## config.mk

```make
export PLATFORM = sky130hd
export DESIGN_NAME = seq_divider_flat
export DESIGN_NICKNAME = d
export VERILOG_FILES = /design/src/rtl/seq_divider_pkg.sv /design/src/rtl/seq_divider_if.sv /design/src/rtl/seq_divider_div_step.sv /design/src/rtl/seq_divider.sv /design/src/flat_wrapper.sv
export SDC_FILE = /design/constraint.sdc
export NUM_CORES = 1
export LEC_CHECK = 0
export ABC_AREA = 1
export BUFFER_PORTS_ARGS = -buffer_cell sky130_fd_sc_hd__buf_2
export CORE_MARGIN = 10
export CORE_UTILIZATION = 30
export DETAILED_ROUTE_END_ITERATION = 8
export HOLD_SLACK_MARGIN = 0.05
export PLACE_DENSITY = 0.51
export REMOVE_ABC_BUFFERS = 1
export SYNTH_ARGS = -nofsm -noshare
export SYNTH_HDL_FRONTEND = slang
export SYNTH_SLANG_ARGS = --single-unit
```

## constraint.sdc

```tcl
create_clock -name clk -period 3.49 [get_ports clk]
set_input_delay 0.5235 -clock clk [delete_from_list [all_inputs] [get_ports clk]]
set_output_delay 0.5235 -clock clk [all_outputs]
set_load 0.02 [all_outputs]
```

## src/rtl/seq_divider_pkg.sv

```systemverilog
`default_nettype none
// ============================================================================
// Module      : seq_divider_pkg
// Description : Shared types and constants for the sequential restoring
//               divider: FSM state encoding, default width, iteration
//               counter width and the saturation pattern returned on
//               divide-by-zero / overflow.
// Revision    : 1.0 - initial release
// ============================================================================
package seq_divider_pkg;

  localparam int DIV_DEFAULT_WIDTH = 32;

  // Iteration counter width for the default build (counts 0 .. WIDTH-1).
  localparam int DIV_CNT_W = $clog2(DIV_DEFAULT_WIDTH);

  // Quotient value reported when the true quotient cannot be represented.
  localparam logic [DIV_DEFAULT_WIDTH-1:0] DIV_ALL_ONES = '1;

  typedef enum logic [1:0] {
    ST_IDLE = 2'd0,
    ST_RUN  = 2'd1,
    ST_DONE = 2'd2
  } div_state_e;

endpackage : seq_divider_pkg
`default_nettype wire

```

## src/rtl/seq_divider_if.sv

```systemverilog
`default_nettype none
// ============================================================================
// Module      : seq_divider_if
// Description : Operand / result bus of the sequential divider with a
//               start/done handshake.
//   master : drives start, dividend, divisor; observes the results
//   slave  : the divider; drives busy, done, quotient, remainder,
//            div_by_zero, overflow, check_err
// Revision    : 1.0 - initial release
// ============================================================================
interface seq_divider_if
  import seq_divider_pkg::*;
#(
  parameter int WIDTH = DIV_DEFAULT_WIDTH
);

  logic                 start;
  logic [2*WIDTH-1:0]   dividend;
  logic [WIDTH-1:0]     divisor;
  logic                 busy;
  logic                 done;
  logic [WIDTH-1:0]     quotient;
  logic [WIDTH-1:0]     remainder;
  logic                 div_by_zero;
  logic                 overflow;
  logic                 check_err;

  modport master (
    output start, dividend, divisor,
    input  busy, done, quotient, remainder, div_by_zero, overflow, check_err
  );

  modport slave (
    input  start, dividend, divisor,
    output busy, done, quotient, remainder, div_by_zero, overflow, check_err
  );

endinterface : seq_divider_if
`default_nettype wire

```

## src/rtl/seq_divider_div_step.sv

```systemverilog
`default_nettype none
// ============================================================================
// Module      : seq_divider_div_step
// Description : One restoring-division iteration (combinational).
//   i_rem     : partial remainder (always < divisor between steps)
//   i_q       : partially shifted dividend / quotient register
//   i_divisor : divisor
//   o_rem     : partial remainder after shift and trial subtract
//   o_q       : quotient register after shift with new quotient bit
// Revision    : 1.0 - initial release
// ============================================================================
module seq_divider_div_step #(
  parameter int WIDTH = 32
) (
  input  logic [WIDTH-1:0] i_rem,
  input  logic [WIDTH-1:0] i_q,
  input  logic [WIDTH-1:0] i_divisor,
  output logic [WIDTH-1:0] o_rem,
  output logic [WIDTH-1:0] o_q
);

  // Shifted remainder needs one extra bit; the top bit of {rem,q} is only
  // transient because the incoming remainder is already below the divisor.
  logic [WIDTH:0]   w_rem_sh;
  logic             w_ge;
  logic [WIDTH-1:0] w_diff;

  assign w_rem_sh = {i_rem, i_q[WIDTH-1]};
  assign w_ge     = (w_rem_sh >= {1'b0, i_divisor});
  // When w_ge holds the true difference is < divisor, so WIDTH bits suffice.
  assign w_diff   = w_rem_sh[WIDTH-1:0] - i_divisor;

  assign o_rem = w_ge ? w_diff : w_rem_sh[WIDTH-1:0];
  assign o_q   = {i_q[WIDTH-2:0], w_ge};

endmodule : seq_divider_div_step
`default_nettype wire

```

## src/rtl/seq_divider.sv

```systemverilog
`default_nettype none
// ============================================================================
// Module      : seq_divider
// Description : Sequential restoring divider, 2*WIDTH / WIDTH unsigned,
//               one quotient bit per clock, start/done handshake.
//   clk   : rising-edge clock
//   reset : synchronous, active-high
//   bus   : seq_divider_if.slave (operands in, results/status out)
// Optional    : DIV_SELFCHECK_EN - registered quotient*divisor+remainder
//               check against the captured dividend, reported on check_err
//               the cycle after done (WIDTH must be 32).
// Revision    : 1.0 - initial release
// ============================================================================
module seq_divider
  import seq_divider_pkg::*;
#(
  parameter int WIDTH = DIV_DEFAULT_WIDTH
) (
  input  logic         clk,
  input  logic         reset,
  seq_divider_if.slave bus
);

  localparam int              CNT_W     = (WIDTH > 1) ? $clog2(WIDTH) : 1;
  localparam logic [CNT_W-1:0] LAST_STEP = CNT_W'(WIDTH - 1);

  localparam logic [1:0] S_IDLE = ST_IDLE;
  localparam logic [1:0] S_RUN  = ST_RUN;
  localparam logic [1:0] S_DONE = ST_DONE;

  logic [1:0]       state_q,     state_d;
  logic [CNT_W-1:0] count_q,     count_d;
  logic [WIDTH-1:0] rem_q,       rem_d;
  logic [WIDTH-1:0] q_q,         q_d;
  logic [WIDTH-1:0] divisor_q,   divisor_d;
  logic [WIDTH-1:0] quotient_q,  quotient_d;
  logic [WIDTH-1:0] remainder_q, remainder_d;
  logic             dbz_q,       dbz_d;
  logic             ovf_q,       ovf_d;

  logic [WIDTH-1:0] w_step_rem;
  logic [WIDTH-1:0] w_step_q;
  logic [WIDTH-1:0] w_hi;
  logic [WIDTH-1:0] w_lo;
  logic             w_accept;
  logic             w_run_finish;

  assign w_hi         = bus.dividend[2*WIDTH-1:WIDTH];
  assign w_lo         = bus.dividend[WIDTH-1:0];
  // Start is honoured in IDLE and in the DONE cycle (back-to-back ops).
  assign w_accept     = bus.start && (state_q != S_RUN);
  assign w_run_finish = (state_q == S_RUN) && (count_q == LAST_STEP);

  seq_divider_div_step #(
    .WIDTH (WIDTH)
  ) u_div_step (
    .i_rem     (rem_q),
    .i_q       (q_q),
    .i_divisor (divisor_q),
    .o_rem     (w_step_rem),
    .o_q       (w_step_q)
  );

  always_comb begin
    state_d     = state_q;
    count_d     = count_q;
    rem_d       = rem_q;
    q_d         = q_q;
    divisor_d   = divisor_q;
    quotient_d  = quotient_q;
    remainder_d = remainder_q;
    dbz_d       = dbz_q;
    ovf_d       = ovf_q;

    case (state_q)
      S_RUN: begin
        rem_d   = w_step_rem;
        q_d     = w_step_q;
        count_d = count_q + CNT_W'(1);
        if (w_run_finish) begin
          state_d     = S_DONE;
          quotient_d  = w_step_q;
          remainder_d = w_step_rem;
          dbz_d       = 1'b0;
          ovf_d       = 1'b0;
        end
      end
      default: begin
        // IDLE, DONE (and the unused encoding) fall back to IDLE.
        state_d = S_IDLE;
        if (w_accept) begin
          if (bus.divisor == '0) begin
            state_d     = S_DONE;
            quotient_d  = {WIDTH{1'b1}};
            remainder_d = w_lo;
            dbz_d       = 1'b1;
            ovf_d       = 1'b0;
          end else if (w_hi >= bus.divisor) begin
            // Quotient would need more than WIDTH bits: saturate.
            state_d     = S_DONE;
            quotient_d  = {WIDTH{1'b1}};
            remainder_d = w_hi;
            dbz_d       = 1'b0;
            ovf_d       = 1'b1;
          end else begin
            state_d   = S_RUN;
            rem_d     = w_hi;
            q_d       = w_lo;
            divisor_d = bus.divisor;
            count_d   = '0;
          end
        end
      end
    endcase
  end

  always_ff @(posedge clk) begin
    if (reset) begin
      state_q     <= S_IDLE;
      count_q     <= '0;
      rem_q       <= '0;
      q_q         <= '0;
      divisor_q   <= '0;
      quotient_q  <= '0;
      remainder_q <= '0;
      dbz_q       <= 1'b0;
      ovf_q       <= 1'b0;
    end else begin
      state_q     <= state_d;
      count_q     <= count_d;
      rem_q       <= rem_d;
      q_q         <= q_d;
      divisor_q   <= divisor_d;
      quotient_q  <= quotient_d;
      remainder_q <= remainder_d;
      dbz_q       <= dbz_d;
      ovf_q       <= ovf_d;
    end
  end

  assign bus.busy        = (state_q == S_RUN);
  assign bus.done        = (state_q == S_DONE);
  assign bus.quotient    = quotient_q;
  assign bus.remainder   = remainder_q;
  assign bus.div_by_zero = dbz_q;
  assign bus.overflow    = ovf_q;

`ifdef DIV_SELFCHECK_EN
  localparam int DW = 2 * WIDTH;

  if (WIDTH != 32) begin : g_selfcheck_width
    $error("seq_divider: DIV_SELFCHECK_EN requires WIDTH == 32");
  end

  logic [DW-1:0] dividend_q, dividend_d;
  logic [DW-1:0] prod_q,     prod_d;
  logic          chk_pend_q, chk_pend_d;
  logic          check_err_q, check_err_d;

  // Product is registered on entry to DONE; the sum/compare happens in the
  // DONE cycle so check_err lands one cycle after done. Saturated ops never
  // arm the check.
  always_comb begin
    dividend_d  = dividend_q;
    prod_d      = prod_q;
    chk_pend_d  = 1'b0;
    if (w_accept) begin
      dividend_d = bus.dividend;
    end
    if (w_run_finish) begin
      prod_d     = DW'(w_step_q) * DW'(divisor_q);
      chk_pend_d = 1'b1;
    end
    check_err_d = chk_pend_q && ((prod_q + DW'(remainder_q)) != dividend_q);
  end

  always_ff @(posedge clk) begin
    if (reset) begin
      dividend_q  <= '0;
      prod_q      <= '0;
      chk_pend_q  <= 1'b0;
      check_err_q <= 1'b0;
    end else begin
      dividend_q  <= dividend_d;
      prod_q      <= prod_d;
      chk_pend_q  <= chk_pend_d;
      check_err_q <= check_err_d;
    end
  end

  assign bus.check_err = check_err_q;
`else
  assign bus.check_err = 1'b0;
`endif

endmodule : seq_divider
`default_nettype wire

```

## src/flat_wrapper.sv

```systemverilog
// flat-port wrapper written by rule: the top's interface ports become plain ports
module seq_divider_flat import seq_divider_pkg::*;
#(
  parameter int WIDTH = DIV_DEFAULT_WIDTH
)
  (clk, reset, bus_start, bus_dividend, bus_divisor, bus_busy, bus_done, bus_quotient, bus_remainder, bus_div_by_zero, bus_overflow, bus_check_err);
  seq_divider_if #(.WIDTH(WIDTH)) bus_i ();
  input  logic clk;
  input  logic reset;
  input wire logic [$bits(bus_i.start)-1:0] bus_start;
  input wire logic [$bits(bus_i.dividend)-1:0] bus_dividend;
  input wire logic [$bits(bus_i.divisor)-1:0] bus_divisor;
  output wire logic [$bits(bus_i.busy)-1:0] bus_busy;
  output wire logic [$bits(bus_i.done)-1:0] bus_done;
  output wire logic [$bits(bus_i.quotient)-1:0] bus_quotient;
  output wire logic [$bits(bus_i.remainder)-1:0] bus_remainder;
  output wire logic [$bits(bus_i.div_by_zero)-1:0] bus_div_by_zero;
  output wire logic [$bits(bus_i.overflow)-1:0] bus_overflow;
  output wire logic [$bits(bus_i.check_err)-1:0] bus_check_err;
  assign bus_i.start = bus_start;
  assign bus_i.dividend = bus_dividend;
  assign bus_i.divisor = bus_divisor;
  assign bus_busy = bus_i.busy;
  assign bus_done = bus_i.done;
  assign bus_quotient = bus_i.quotient;
  assign bus_remainder = bus_i.remainder;
  assign bus_div_by_zero = bus_i.div_by_zero;
  assign bus_overflow = bus_i.overflow;
  assign bus_check_err = bus_i.check_err;
  seq_divider #(.WIDTH(WIDTH)) u_core (.clk(clk), .reset(reset), .bus(bus_i));
endmodule
```

==> results.yml <==
status:
  outcome: "finished clean"
clocking:
  cts_resized: 0
  cts_hold_buffers: 0
  cts_made_buffers: 17
  clockBufferDepth: 2
  h-tree-depth: 4
  postCtsSetupBuffers: 0
  cts.sinks: 169
  clkSlewWorstSetupHoldPaths_ps: 70
  cts_tree: "built"
  clock_latency_ps: 480
  cts-root-buf: "clkbuf_16"
detailed_routing:
  wl_per_cell_um: 16.82
  drt-initial-drc-count: 727
  wl_mm: 44.65
  drc_errors: 0
  final_antenna_net_count: 0
  vias: 12610
  dr.pass1.iters: 5
  via_per_inst: 4.749
global_routing:
  grt_overflow: 0
  grt_max_degree: 77
  antenna_found_initial: 7
  grt_first_pass_wirelength_mm: 69.79
  grt_pass1_vias: 12420
  grt_use_total_pct: 18.48
synth:
  synth_top_family_by_area: "simple AND/OR/NAND/NOR gates"
  synth.most_common_cell: "nand2_1"
  yosysTopAreaCell: "dfxtp_1"
  synth_area_sq_mm: 0.01205
  yosys.area_share.xor_xnor_pct: 1.017
  synthArstFlopShare_pct: 0
  ys_types: 39
  synth_edf_count: 0
  synth-simple-area-share_pct: 43.77
  synthFlopType: "dfxtp_1"
  synth_mux_area_share_pct: 0
  yosys_register_bits: 169
  postSynthCellCount: 1997
  avgSynthCellArea_sq_um: 6.036
  yosysTopAreaCellShare_pct: 28.07
  yosysSeqAreaShare_pct: 28.07
  synth_fa_ha_area_share_pct: 7.017
  synth_commonest_cells: "nand2_1 (524), nor2_1 (388), inv_1 (272)"
  synth-compound-area-share_pct: 7.411
  synth_area_leaders: "dfxtp_1 (28%), nand2_1 (16%), nor2_1 (12%)"
  yosysWarnings: 0
power_and_ir_drop:
  p_per_area_mw_per_mm2: 530.7
  power_leakage_uw: 0.007303
  vdd_drop_max_mv: 0.4105
final_layout:
  ff_latch_area_sq_mm: 0.003383
  multiInputGateArea_sq_mm: 0.007159
  final_cells: 2655
  layout-drive-gt1-share_pct: 13.43
  fillers: 4497
  areaGrowthSynthToFinish_pct: 15.98
  final_nets: 2282
  fin_area_sq_mm: 0.01398
timing:
  period_needed_ps: 2838
  final_hold_viol_count: 0
  rsz0062_at_grt: "no"
  finalSetupViolCount: 0
  finClkSkew_ps: 19.09
  finalCritPeriodShare_pct: 81.32
  tightest_slew_ps: 853.6
  slew_headroom_pct: 43.09
  slew_violations: 0
  max_freq_ghz: 0.3524
hold_path:
  holdCritPathClass: "primary input to flop"
floorplan:
  core_sq_mm: 0.03973
  ios: 168
  initial_utilization_pct: 30.34
  die-area_sq_mm: 0.04860
  die_w_um: 220.5
  die_y_um: 220.5
  rows: 73
flow_run:
  max_cap_viol_count: 0
place:
  placed_cells: 2622
  hpwlAfterDp_mm: 33.98
  gp_congestion: 0.8866
  io_buffers: 166
  placed_area_sq_mm: 0.01336
setup_path:
  startpoint_type: "flop"
  crit_path_end_kind: "flop"
  worstPathRequired_ps: 3850
  cp.arrival_ps: 3190
  rrSetupSlack_ps: 650
  crit_fanout: 19
  path_class: "flop to flop"
## layout make-up
cell class	count	share of cell area, %
Timing Repair Buffer	193	7.929
Inverter	281	7.553
Antenna cell	1	0.01790
Tap cell	525	4.698
Clock inverter	10	1.002
Multi-Input combinational cell	1454	51.21
Sequential cell	169	24.20
Clock buffer	22	3.392
## routing by layer
metal / vias to the layer above / wire, um / share of wire [%] / track usage (%)
li1: 6505 / - / - / -
met1: 5766 / 20990 / 47 / 24.44
met2: 276 / 20540 / 46 / 29.90
met3: 49 / 2329 / 5.2 / 3.810
met4: 12 / 718 / 1.6 / 5.067
met5: - / 72 / 0.16 / 0
## cells by family after synthesis
kind of cell             Yosys count
XOR/XNOR                          14
other                              1
AND/OR/NAND/NOR                 1199
AO/OA/AOI/OAI                    173
buffers and inverters            374
adder cells (fa/ha/maj)           67
flip-flops                       169
## critical path, cell delays in order, from the launching register on
cell	delay, ps
dfxtp_1	350
inv_1	50
ha_1	350
nand2_1	140
nor2_1	240
nand3_1	120
nand3_2	170
nand2_2	80
nand2_2	100
nand3_4	290
buf_4	350
nand4_1	130
nand3_1	90
nor2_1	190
nor2_1	60
## cells in the final DEF (no fill, tap or decap), types with 3 or more instances in the layout
master,Yosys,routed
a21oi_1,127,127
and2_1,10,10
buf_12,2,6
buf_2,29,166
buf_4,10,21
bufinv_16,0,3
clkbuf_16,0,17
clkbuf_8,0,3
clkinv_2,0,3
clkinvlp_4,0,3
dfxtp_1,169,169
ha_1,66,66
inv_1,272,271
inv_2,9,9
nand2_1,524,522
nand2_2,7,8
nand3_1,108,108
nand3_2,31,30
nand3b_1,34,34
nand4_1,80,80
nor2_1,388,388
nor2_2,5,5
nor3_1,6,6
o21ai_0,37,37
xor2_1,14,14
## power breakdown
| group | internal [uW] | switching (uW) |
|---|---|---|
| Clock | 1180 | 887 |
| Sequential | 2140 | 124 |
| Combinational | 988 | 2100 |
## stage by stage
step	setup TNS, ps	total power (uW)	hold WS (ps)	setup slack [ps]	utilization (%)
2_1_floorplan	-256430	4421	435.3	-1752	-
3_3_place_gp	0	5398	449.7	403.3	33.64
3_5_place_dp	0	5403	453.3	371.9	33.64
4_1_cts	0	7508	298.9	601.1	35.18
5_1_grt	0	8000	327.9	330.3	35.19
6_report	0	7419	318.9	652.0	35.19
## path summary, 6_finish.rpt
| path | startpoint | end | cells past startpoint |
|---|---|---|---|
| setup reg to reg | u_core.divisor_q[7] | u_core.rem_q[23] | 14 |
| setup / recovery | u_core.divisor_q[7] | u_core.rem_q[23] | 14 |
| hold / removal | bus_divisor[19] | u_core.divisor_q[19] | 3 |
| hold reg to reg | u_core.q_q[20] | u_core.q_q[20] | 2 |
## state kept, by name, summed over array words and instances (netlist names)
name and flops:
u_core.divisor_q 32, u_core.q_q 32, u_core.bus.overflow 1, u_core.state_q 2, u_core.rem_q 32, u_core.bus.remainder 32
u_core.bus.div_by_zero 1, u_core.bus.quotient 32, u_core.count_q 5
Power figures use the tool's default switching activity.
